## src/rtl/if_fetch_stage.sv

```systemverilog
// Instruction-fetch stage: owns the PC, fetches words over a req/ack handshake,
// buffers one instruction for IF/ID and applies EXE-stage branch redirects.
module if_fetch_stage #(
  parameter int unsigned         ADDR_W   = 32,
  parameter int unsigned         INSTR_W  = 32,
  parameter logic [ADDR_W-1:0]   RESET_PC = '0,
  parameter int unsigned         PC_STEP  = 4
) (
  input  logic               clk,
  input  logic               rst,
  input  logic               freeze,
  input  logic               branch_taken,
  input  logic [ADDR_W-1:0]  branch_addr,
  output logic               imem_req,
  output logic [ADDR_W-1:0]  imem_addr,
  input  logic               imem_ack,
  input  logic [INSTR_W-1:0] imem_rdata,
  output logic               fetch_valid,
  output logic [ADDR_W-1:0]  pc_out,
  output logic [INSTR_W-1:0] instruction_out
);

  localparam logic [1:0] FETCH = 2'd0;
  localparam logic [1:0] DRAIN = 2'd1;
  localparam logic [1:0] HOLD  = 2'd2;

  logic [1:0]         state, state_n;
  logic [ADDR_W-1:0]  pc, pc_n;
  logic [ADDR_W-1:0]  req_addr, req_addr_n;
  logic [ADDR_W-1:0]  seq_addr;
  logic [INSTR_W-1:0] buf_instr;
  logic [ADDR_W-1:0]  buf_pc;
  logic               buf_valid;
  logic               buf_load, buf_clr;
  logic               handshake;

  // Gating with rst drops the request immediately on reset and lets the first
  // request appear in the very first cycle after release.
  assign imem_req        = ~rst & (state != HOLD);
  assign imem_addr       = req_addr;
  assign handshake       = imem_req & imem_ack;
  assign seq_addr        = req_addr + ADDR_W'(PC_STEP);
  assign fetch_valid     = buf_valid;
  assign pc_out          = buf_valid ? buf_pc : '0;
  assign instruction_out = buf_valid ? buf_instr : '0;

  always_comb begin
    state_n    = state;
    pc_n       = pc;
    req_addr_n = req_addr;
    buf_load   = 1'b0;
    buf_clr    = 1'b0;
    case (state)
      FETCH: begin
        if (handshake && !branch_taken) begin
          buf_load = 1'b1;
          pc_n     = seq_addr;
          state_n  = HOLD;
        end else if (branch_taken) begin
          pc_n = branch_addr;
          if (handshake) req_addr_n = branch_addr;
          else           state_n    = DRAIN;
        end
      end
      DRAIN: begin
        if (branch_taken) pc_n = branch_addr;
        if (handshake) begin
          state_n    = FETCH;
          req_addr_n = pc_n;
        end
      end
      HOLD: begin
        if (branch_taken) pc_n = branch_addr;
        if (branch_taken || !freeze) begin
          buf_clr    = 1'b1;
          state_n    = FETCH;
          req_addr_n = pc_n;
        end
      end
      default: state_n = FETCH;
    endcase
  end

  always_ff @(posedge clk or posedge rst) begin
    if (rst) begin
      state     <= FETCH;
      pc        <= RESET_PC;
      req_addr  <= RESET_PC;
      buf_instr <= '0;
      buf_pc    <= '0;
      buf_valid <= 1'b0;
    end else begin
      state    <= state_n;
      pc       <= pc_n;
      req_addr <= req_addr_n;
      if (buf_load) begin
        buf_instr <= imem_rdata;
        buf_pc    <= seq_addr;
        buf_valid <= 1'b1;
      end else if (buf_clr) begin
        buf_valid <= 1'b0;
      end
    end
  end

endmodule

```

## config.mk

```make
export PLATFORM = sky130hd
export DESIGN_NAME = if_fetch_stage
export DESIGN_NICKNAME = d
export VERILOG_FILES = /design/src/rtl/if_fetch_stage.sv
export SDC_FILE = /design/constraint.sdc
export NUM_CORES = 1
export LEC_CHECK = 0
export ABC_AREA = 1
export ABC_CLOCK_PERIOD_IN_PS = 5370
export CORE_ASPECT_RATIO = 1.1
export CORE_MARGIN = 1.5
export CORE_UTILIZATION = 40
export CTS_CLUSTER_SIZE = 24
export DETAILED_ROUTE_END_ITERATION = 10
export GPL_ROUTABILITY_DRIVEN = 0
export GPL_TIMING_DRIVEN = 0
export PLACE_DENSITY = 0.65
export SYNTH_ARGS = -nofsm -noshare
export SYNTH_HDL_FRONTEND = slang
export SYNTH_SLANG_ARGS = --single-unit
```

## constraint.sdc

```tcl
create_clock -name clk -period 5.37 [get_ports clk]
set_input_delay 1.074 -clock clk [delete_from_list [all_inputs] [get_ports clk]]
set_output_delay 1.074 -clock clk [all_outputs]
set_load 0.005 [all_outputs]
```

==> results of run 1 <==
==> per-stage QoR <==
| stage | instances | util |
|---|---|---|
| global placement | 1484 | 0.512 |
| CTS | 1516 | 0.543 |
| detailed placement | 1485 | 0.514 |
| floorplan | 1076 | - |
| global route | 1516 | 0.543 |
| finish | 1516 | 0.543 |
==> cell type report <==
| type | instances | area [µm²] |
|---|---|---|
| flip-flops and latches | 131 | 3280 |
| repair buffers | 166 | 1680 |
| clock buffers | 26 | 509 |
| clock inverters | 5 | 25.0 |
| well taps | 243 | 304 |
| fillers | 1783 | 8350 |
| plain buffers | 53 | 277 |
| multi-input cells | 764 | 3370 |
| inverters | 128 | 485 |
==> worst paths after layout <==
| check | startpoint | to | slack (ns) |
|---|---|---|---|
| max | fetch_valid$_DFFE_PP0P_ | pc_out[5] | 1.96 |
| min | buf_instr[5]$_DFFE_PP0P_ | buf_instr[5]$_DFFE_PP0P_ | 0.47 |
| max reg2reg | state[1]$_DFFE_PP0P_ | pc[20]$_DFFE_PP0P_ | 3.03 |
| min reg2reg | buf_instr[5]$_DFFE_PP0P_ | buf_instr[5]$_DFFE_PP0P_ | 0.47 |
| max in group asynchronous | rst | pc[25]$_DFFE_PP0P_ | 3.47 |
| min in group asynchronous | rst | buf_instr[31]$_DFFE_PP0P_ | 1.17 |
==> flip-flops by register name, summed over array words and instances, names as in the netlist <==
signal and flops:
buf_instr 32, buf_pc 32, imem_addr 32, pc 32
state 2, fetch_valid 1
==> per-layer routing <==
metal  vias up  GRT usage
met2       265      0.384
met5         -          0
met4         0      0.115
met1      3282      0.324
li1       3685          -
met3        46     0.0380
==> placed cells by master (no fill, tap or decap), types with 17 or more instances in the layout <==
cell             Yosys  final
a21oi_1             26     26
buf_2               17     17
clkbuf_1            16     20
clkbuf_16            0     17
clkdlybuf4s50_1      0    165
dfrtp_1            131    131
inv_1              125    124
nand2_1            471    471
nand3_1             39     39
nor2_1              71     71
o21ai_0             90     90
==> where the power goes <==
part | switching, W | internal (W) | leakage [nW] | total, W
Combinational | 0.00139 | 0.00119 | 3.19 | 0.00257
Clock | 0.000411 | 0.000644 | 0.270 | 0.00105
Sequential | 0.000364 | 0.00146 | 1.60 | 0.00182
Total | 0.00216 | 0.00329 | 5.06 | 0.00545
==> worst register-to-register path, delay by kind of cell, from the launching register on <==
kind	cells	cell delay [ns]
DFF	1	0.43
adders and majority gates	1	0.34
buffers and inverters	5	0.86
and+or+nand+nor	5	0.60
==> logic make-up (layout without fill, tap and decap cells) <==
family	Yosys count	in the layout
AO/OA/AOI/OAI	146	146
flip-flops	131	131
buffers and inverters	181	378
multiplexers	14	14
adder cells (fa/ha/maj)	6	6
AND/OR/NAND/NOR	590	590
XOR/XNOR	8	8
==> run summary, run 1 <==
Wire segments on met2 add up to 10.2 mm in the final route. Clock-pin slew was measured on the worst setup and hold paths at 0.05 ns. The die is 133 µm wide. The share of synthesized flip-flops with an asynchronous set or reset is 1.00, and the top-area cell type share of the netlist area is 0.443. The cell sitting at the root of the clock tree is a clkbuf_16. For the final critical-path setup slack, the log shows 1.96 ns. Along the worst path, the maximum fanout reaches 10. The half-perimeter wire length of the detailed placement result was 17.2 mm. The remaining number of nets flagged by the antenna check after routing came out at 0. The maximum clock skew at final layout is 0.00757 ns. Number of buffers inserted by port buffering: 165.

The top layer reached by signal wires is met4. Buffers inserted during clock tree synthesis total 17. Summed over all cells, the static leakage comes to 5.06 nW. The post-synthesis instance total was 1076. The buffer depth of the longest clock path is 2, and the highest ir drop seen on vdd is 261 µV. The clock tree synthesis step divided the H-tree into 4 levels. The die is 146 µm tall. Among cell families on the critical path, the largest total delay comes from buffers and inverters.

The number of antenna diodes in the final layout is 0. STA puts the critical path data required time at 4.30 ns. The remaining max-slew budget at the tightest pin was 0.584; the count of cells resized by post-cts repair was 0.

Across the run, the number of max-cap violations was 0. The logs give 0.00741 mm² for the netlist area before placement and 131 for the sink count of the clock tree. 167 I/O pins were placed. The time the final worst path needs with I/O delays and setup is 3.41 ns, and the total setup buffers inserted after CTS is 0. The run gives 0.0183 mm² as the core footprint.

The worst setup path is of the reg2out kind. Synthesis instantiated 28 different standard cells from the library. TritonCTS built the clock tree.

Summed over all layers, the global routing overflow is 0. Row generation in the floorplan step produced 52 rows. The mean instance size in the synthesized netlist works out to 6.88 µm².

In the detailed route, the total length drawn on met3 is 1.39 mm. Fraction of final layout cells with drive strength greater than 1: 0.0534. Setup violations remaining at the end of the flow were counted as 0.

The worst setup path is captured at an output port. Class of the most critical hold timing path: reg2reg. The first global-routing pass estimated 36.4 mm of wire. The run gives 7083 as the via count of the first global-routing pass. The critical path buffer and inverter count was 4; the length of the first detailed-routing pass in iterations was 5. The Yosys step of the flow raised 0 warnings.

The run gives 0 as the number of hold violations in the final report. Ranked by instance count, the synthesized netlist is headed by 471 x nand2_1, 131 x dfrtp_1, 125 x inv_1. The tools report the pre-CTS setup slack as 2.05 ns. For the pin with the worst max-slew slack, the measured transition is 0.621 ns.

The final number of max-transition violations came out at 0. Primary flip-flop cell chosen by synthesis mapping: dfrtp_1. The slowest stage of the critical path is the clkdlybuf4s50_1 cell. Setup repair after global routing left no endpoint under its margin. The share of the clock period used by the worst path after layout works out to 0.634. The worst hold path passes through 2 cells.

The maximum frequency from static timing analysis is 294 MHz, and the highest cell delay on the worst timing path is 0.51 ns. The hold-fix buffer count after cts is 0, and the depth of the most critical reg-to-reg path is 11. The count of flip-flops with a built-in enable after synthesis works out to 0. After synthesis, the largest family of logic cells by area is simple AND/OR/NAND/NOR gates.

In this run, synthesis produced a sequential element count of 131. The run finished with clean final reports. The wire length per cell after detailed routing came out at 14.8 µm. The initial antenna violation count was 0; the net count after synthesis was 1151.

After the first detailed-routing iteration, the DRC count stood at 479. In the final design database the tool counted 1336 nets. The fraction of the mapped netlist area in adder cells came out at 0.0101. Detailed routing inserted a total of 7278 vias. The run gives 0.42 ns as the later-pin clock latency in the skew report.

Library cell with the highest instance count after synthesis: nand2_1. For the routed metal-1 wirelength, the log shows 10.2 mm. Biggest area consumer among synthesized cells: dfrtp_1. The routed via count divided by cell count was 4.80; the maximum number of pins on one net before global-route repair was 68. The post-synthesis xor/xnor area fraction is 0.00946, and the critical path data arrival time is 2.33 ns. After routing, the total negative slack on setup checks comes to 0 ns. The post-synthesis compound-gate area fraction is 0.106. The run gives 0.405 as the initial standard-cell utilization of the core. The number of cells on the critical path is 5, and the standard cell area after detailed placement is 0.00940 mm². The power per unit of standard cell area was 549 mW/mm²; the area of the die was 0.0193 mm². The total global-route track usage was 0.242. From synthesis to final layout, the design area changed by 34.1%.

With fillers left out, the area of the finished cells amounts to 0.00993 mm². The category of the worst setup path launch point is a flip-flop. The tools report the proportion of synthesized chip area in sequential cells as 0.443.

Walking the worst path, the cells encountered are clkbuf_1, buf_1, nand2_1, inv_1, clkdlybuf4s50_1. After detailed routing, the total wire length is 22.5 mm. Synthesized-area fraction occupied by and/or/nand/nor cells: 0.311.

By area the synthesized netlist is led by dfrtp_1 44%, nand2_1 24%, inv_1 6.3%. The overall power of the completed layout came out at 0.00545 W. In the routed design, unresolved DRC markers number 0. Hold timing on the final database bottoms out at a slack of 0.470 ns. The multiplexer share of the synthesized area is 0.0189.
Power figures use the tool's default switching activity.
==> inputs of run 2 (changes only) <==
- ABC_CLOCK_PERIOD_IN_PS: 5370 -> 2900
- PLACE_DENSITY: 0.65 -> 0.67
- clock period: 5.37 -> 2.9 ns (I/O delays scaled with it)
==> run 2 against run 1 <==
  * Sequential power increased by 86%
  * Critical path depth unchanged
  * Worst setup slack got worse by 1.8 ns
  * Final area rose by 0.63%
  * First-iteration DRC count is 0.63% lower
==> run summary, run 2 (synthesis results as in run 1) <==
The worst setup path is of the reg2out kind. The tools report the count of max-cap constraint violations as 0 (unchanged). The tools report the data required time at the worst endpoint as 2.32 ns (-1.98 ns).

The maximum fanout along the worst path is 10 (unchanged), and the worst hold slack after final layout is 0.467 ns (-0.00268 ns). The length of the first detailed-routing pass in iterations was 7 (+2). The die boundary width came out at 133 µm (unchanged).

TritonCTS built the clock tree. The wire length per cell after detailed routing works out to 14.8 µm (-0.22%). The tools report the initial antenna violation count as 0 (unchanged). The first-pass GRT wire length was 36.6 mm (+0.38%). The later-pin clock latency in the skew report came out at 0.43 ns (about the same). The routed via count divided by cell count is 4.87 (+1.5%), and the fraction of final layout cells with drive strength greater than 1 is 0.0573 (+0.00388). The remaining number of nets flagged by the antenna check after routing was 0 (unchanged); the number of cell rows was 52 (unchanged). For the total DRC errors in the routed layout, the log shows 0 (unchanged). Initial standard-cell utilization of the core: 0.405 (unchanged). Setup repair after global routing left no endpoint under its margin. The tools report the number of CTS-inserted buffers as 17 (unchanged). The total setup buffers inserted after CTS was 0 (unchanged); the clock transition at the registers of the reported paths was 0.05 ns (about the same). The run finished with clean final reports. The tools report the number of nets in the finished design as 1339 (+0.22%). Power per unit of standard cell area: 1020 mW/mm² (+85%).

The transition time at the pin with the least slew margin is 0.665 ns (+0.0445 ns), and the global route total overflow is 0 (unchanged). For the sink count of the clock tree, the log shows 131 (unchanged). The half-perimeter wire length of the detailed placement result was 17.4 mm (+1.2%). For the final core utilization, the log shows 0.547 (+0.00342). The tools report the violation count after the first detailed-routing iteration as 476 (-0.63%). The final critical-path setup slack is 0.207 ns (-1.76 ns). STA classifies the critical path startpoint as a flip-flop. For the number of vias in the routed layout, the log shows 7391 (+1.6%).

The run gives 6920 (-2.3%) as the via count of the first global-routing pass. The tools report the critical path data arrival time as 2.11 ns (-0.22 ns). The logs give 477 µV (+83%) for the highest ir drop seen on vdd and 22.5 mm (-0.16%) for the total routed wirelength. The number of buffers inserted by port buffering came out at 165 (unchanged).

The overall die height is 146 µm (unchanged), and the number of levels in the clock H-tree is 4 (unchanged). The tools report the maximum number of pins on one net before global-route repair as 41 (-40%). The most common cell after layout, fill and taps aside was nand2_1. For the buffer depth of the longest clock path, the log shows 2 (unchanged). In the layout the commonest cells are 471 x nand2_1, 165 x clkdlybuf4s50_1, 131 x dfrtp_1. The final number of max-transition violations was 0 (unchanged); the total leakage power was 5.09 nW (+0.61%).

The remaining max-slew budget at the tightest pin was 0.555 (-0.0298). The run gives 0 (unchanged) as the hold-fix buffer count after cts. The I/O pin count was 167 (unchanged); the pre-CTS setup slack was 0.367 ns (-1.68 ns). The tools report the maximum clock skew at final layout as 0.00861 ns (+0.00104 ns). The number of filler cells placed in the layout was 1802 (+1.1%); the antenna cell count was 0 (unchanged). The final setup violation count was 0 (unchanged). The run gives 0.243 (+0.00109) as the total global-route track usage.

Area of the die: 0.0193 mm² (unchanged). The tools report the kind of capture point of the worst setup path as an output port. The multi-input gate area in the final layout was 0.00337 mm² (unchanged); the time the final worst path needs with I/O delays and setup was 2.69 ns. Relative to the synthesized area, the layout overhead comes to 34.9%. The core footprint was 0.0183 mm² (unchanged). Derived from the worst setup path, the maximum achievable clock frequency is 371 MHz.

The number of hold violations in the final report is 0 (unchanged), and the share of the clock period used by the worst path after layout is 0.929. Root buffer selected by CTS: clkbuf_16. The run gives 0.00328 mm² (unchanged) as the area of all sequential standard cells. The class of the most critical hold timing path was reg2reg.
## run 2: cell types whose count changed in the layout (fill, tap and decap cells not counted), sizes merged
cell / previous run / this run
buf: 35 / 38
bufinv: 0 / 1
clkbuf: 45 / 42
clkinvlp: 0 / 1
inv: 127 / 126
## run 2: layout make-up
class / instances / area share
Clock inverter: 6 / 0.00551
Tap cell: 243 / 0.0304
Inverter: 128 / 0.0485
Buffer: 53 / 0.0279
Multi-Input combinational cell: 764 / 0.337
Timing Repair Buffer: 169 / 0.173
Clock buffer: 23 / 0.0488
Sequential cell: 131 / 0.328
## run 2: timing repair
action,4_1_cts,5_1_grt
cloned,0,0
endpoints found under the setup margin,10,42
endpoints found under the hold margin,0,0
gates resized for setup,1,2
## run 2: worst max-delay path: stages, from the launching register on
cell and delay (ns):
dfrtp_1 0.37, clkbuf_2 0.24, buf_1 0.37, nand2_1 0.09, inv_1 0.07, clkdlybuf4s50_1 0.53
## run 2: final timing paths
kind / slack (ns) / cells past startpoint / to / from
worst min register to register: 0.47 / 2 / buf_instr[24]$_DFFE_PP0P_ / buf_instr[24]$_DFFE_PP0P_
worst max register to register: 0.53 / 11 / pc[20]$_DFFE_PP0P_ / state[0]$_DFFE_PP0P_
worst max-delay path: 0.21 / 5 / pc_out[11] / fetch_valid$_DFFE_PP0P_
min in group asynchronous: 0.60 / 3 / buf_instr[31]$_DFFE_PP0P_ / rst
worst min-delay path: 0.47 / 2 / buf_instr[24]$_DFFE_PP0P_ / buf_instr[24]$_DFFE_PP0P_
max in group asynchronous: 1.65 / 5 / buf_pc[21]$_DFFE_PP0P_ / rst
## run 2: layer usage
metal  track usage  vias to the layer above  routed length [µm]
met2         0.386                      293               10400
met4        0.0890                        0                 599
met5             0                        -                   0
met1         0.330                     3361               10000
li1              -                     3689                   -
met3        0.0470                       48                1500
## run 2: stage by stage
| step | total power [W] | cell area (µm²) | std cells | setup TNS [ns] |
|---|---|---|---|---|
| final | 0.0102 | 9990 | 1517 | 0 |
| after global routing | 0.0110 | 9990 | 1517 | 0 |
| after detailed placement | 0.00814 | 9450 | 1488 | 0 |
| after global placement | 0.00806 | 9370 | 1484 | -73.52 |
| after floorplan | 0.00583 | 7410 | 1076 | 0 |
| after CTS | 0.0102 | 9990 | 1517 | 0 |
## run 2: power by group
part           internal [W]  switching [W]
clock network       0.00124       0.000758
registers           0.00271       0.000676
logic               0.00221        0.00256
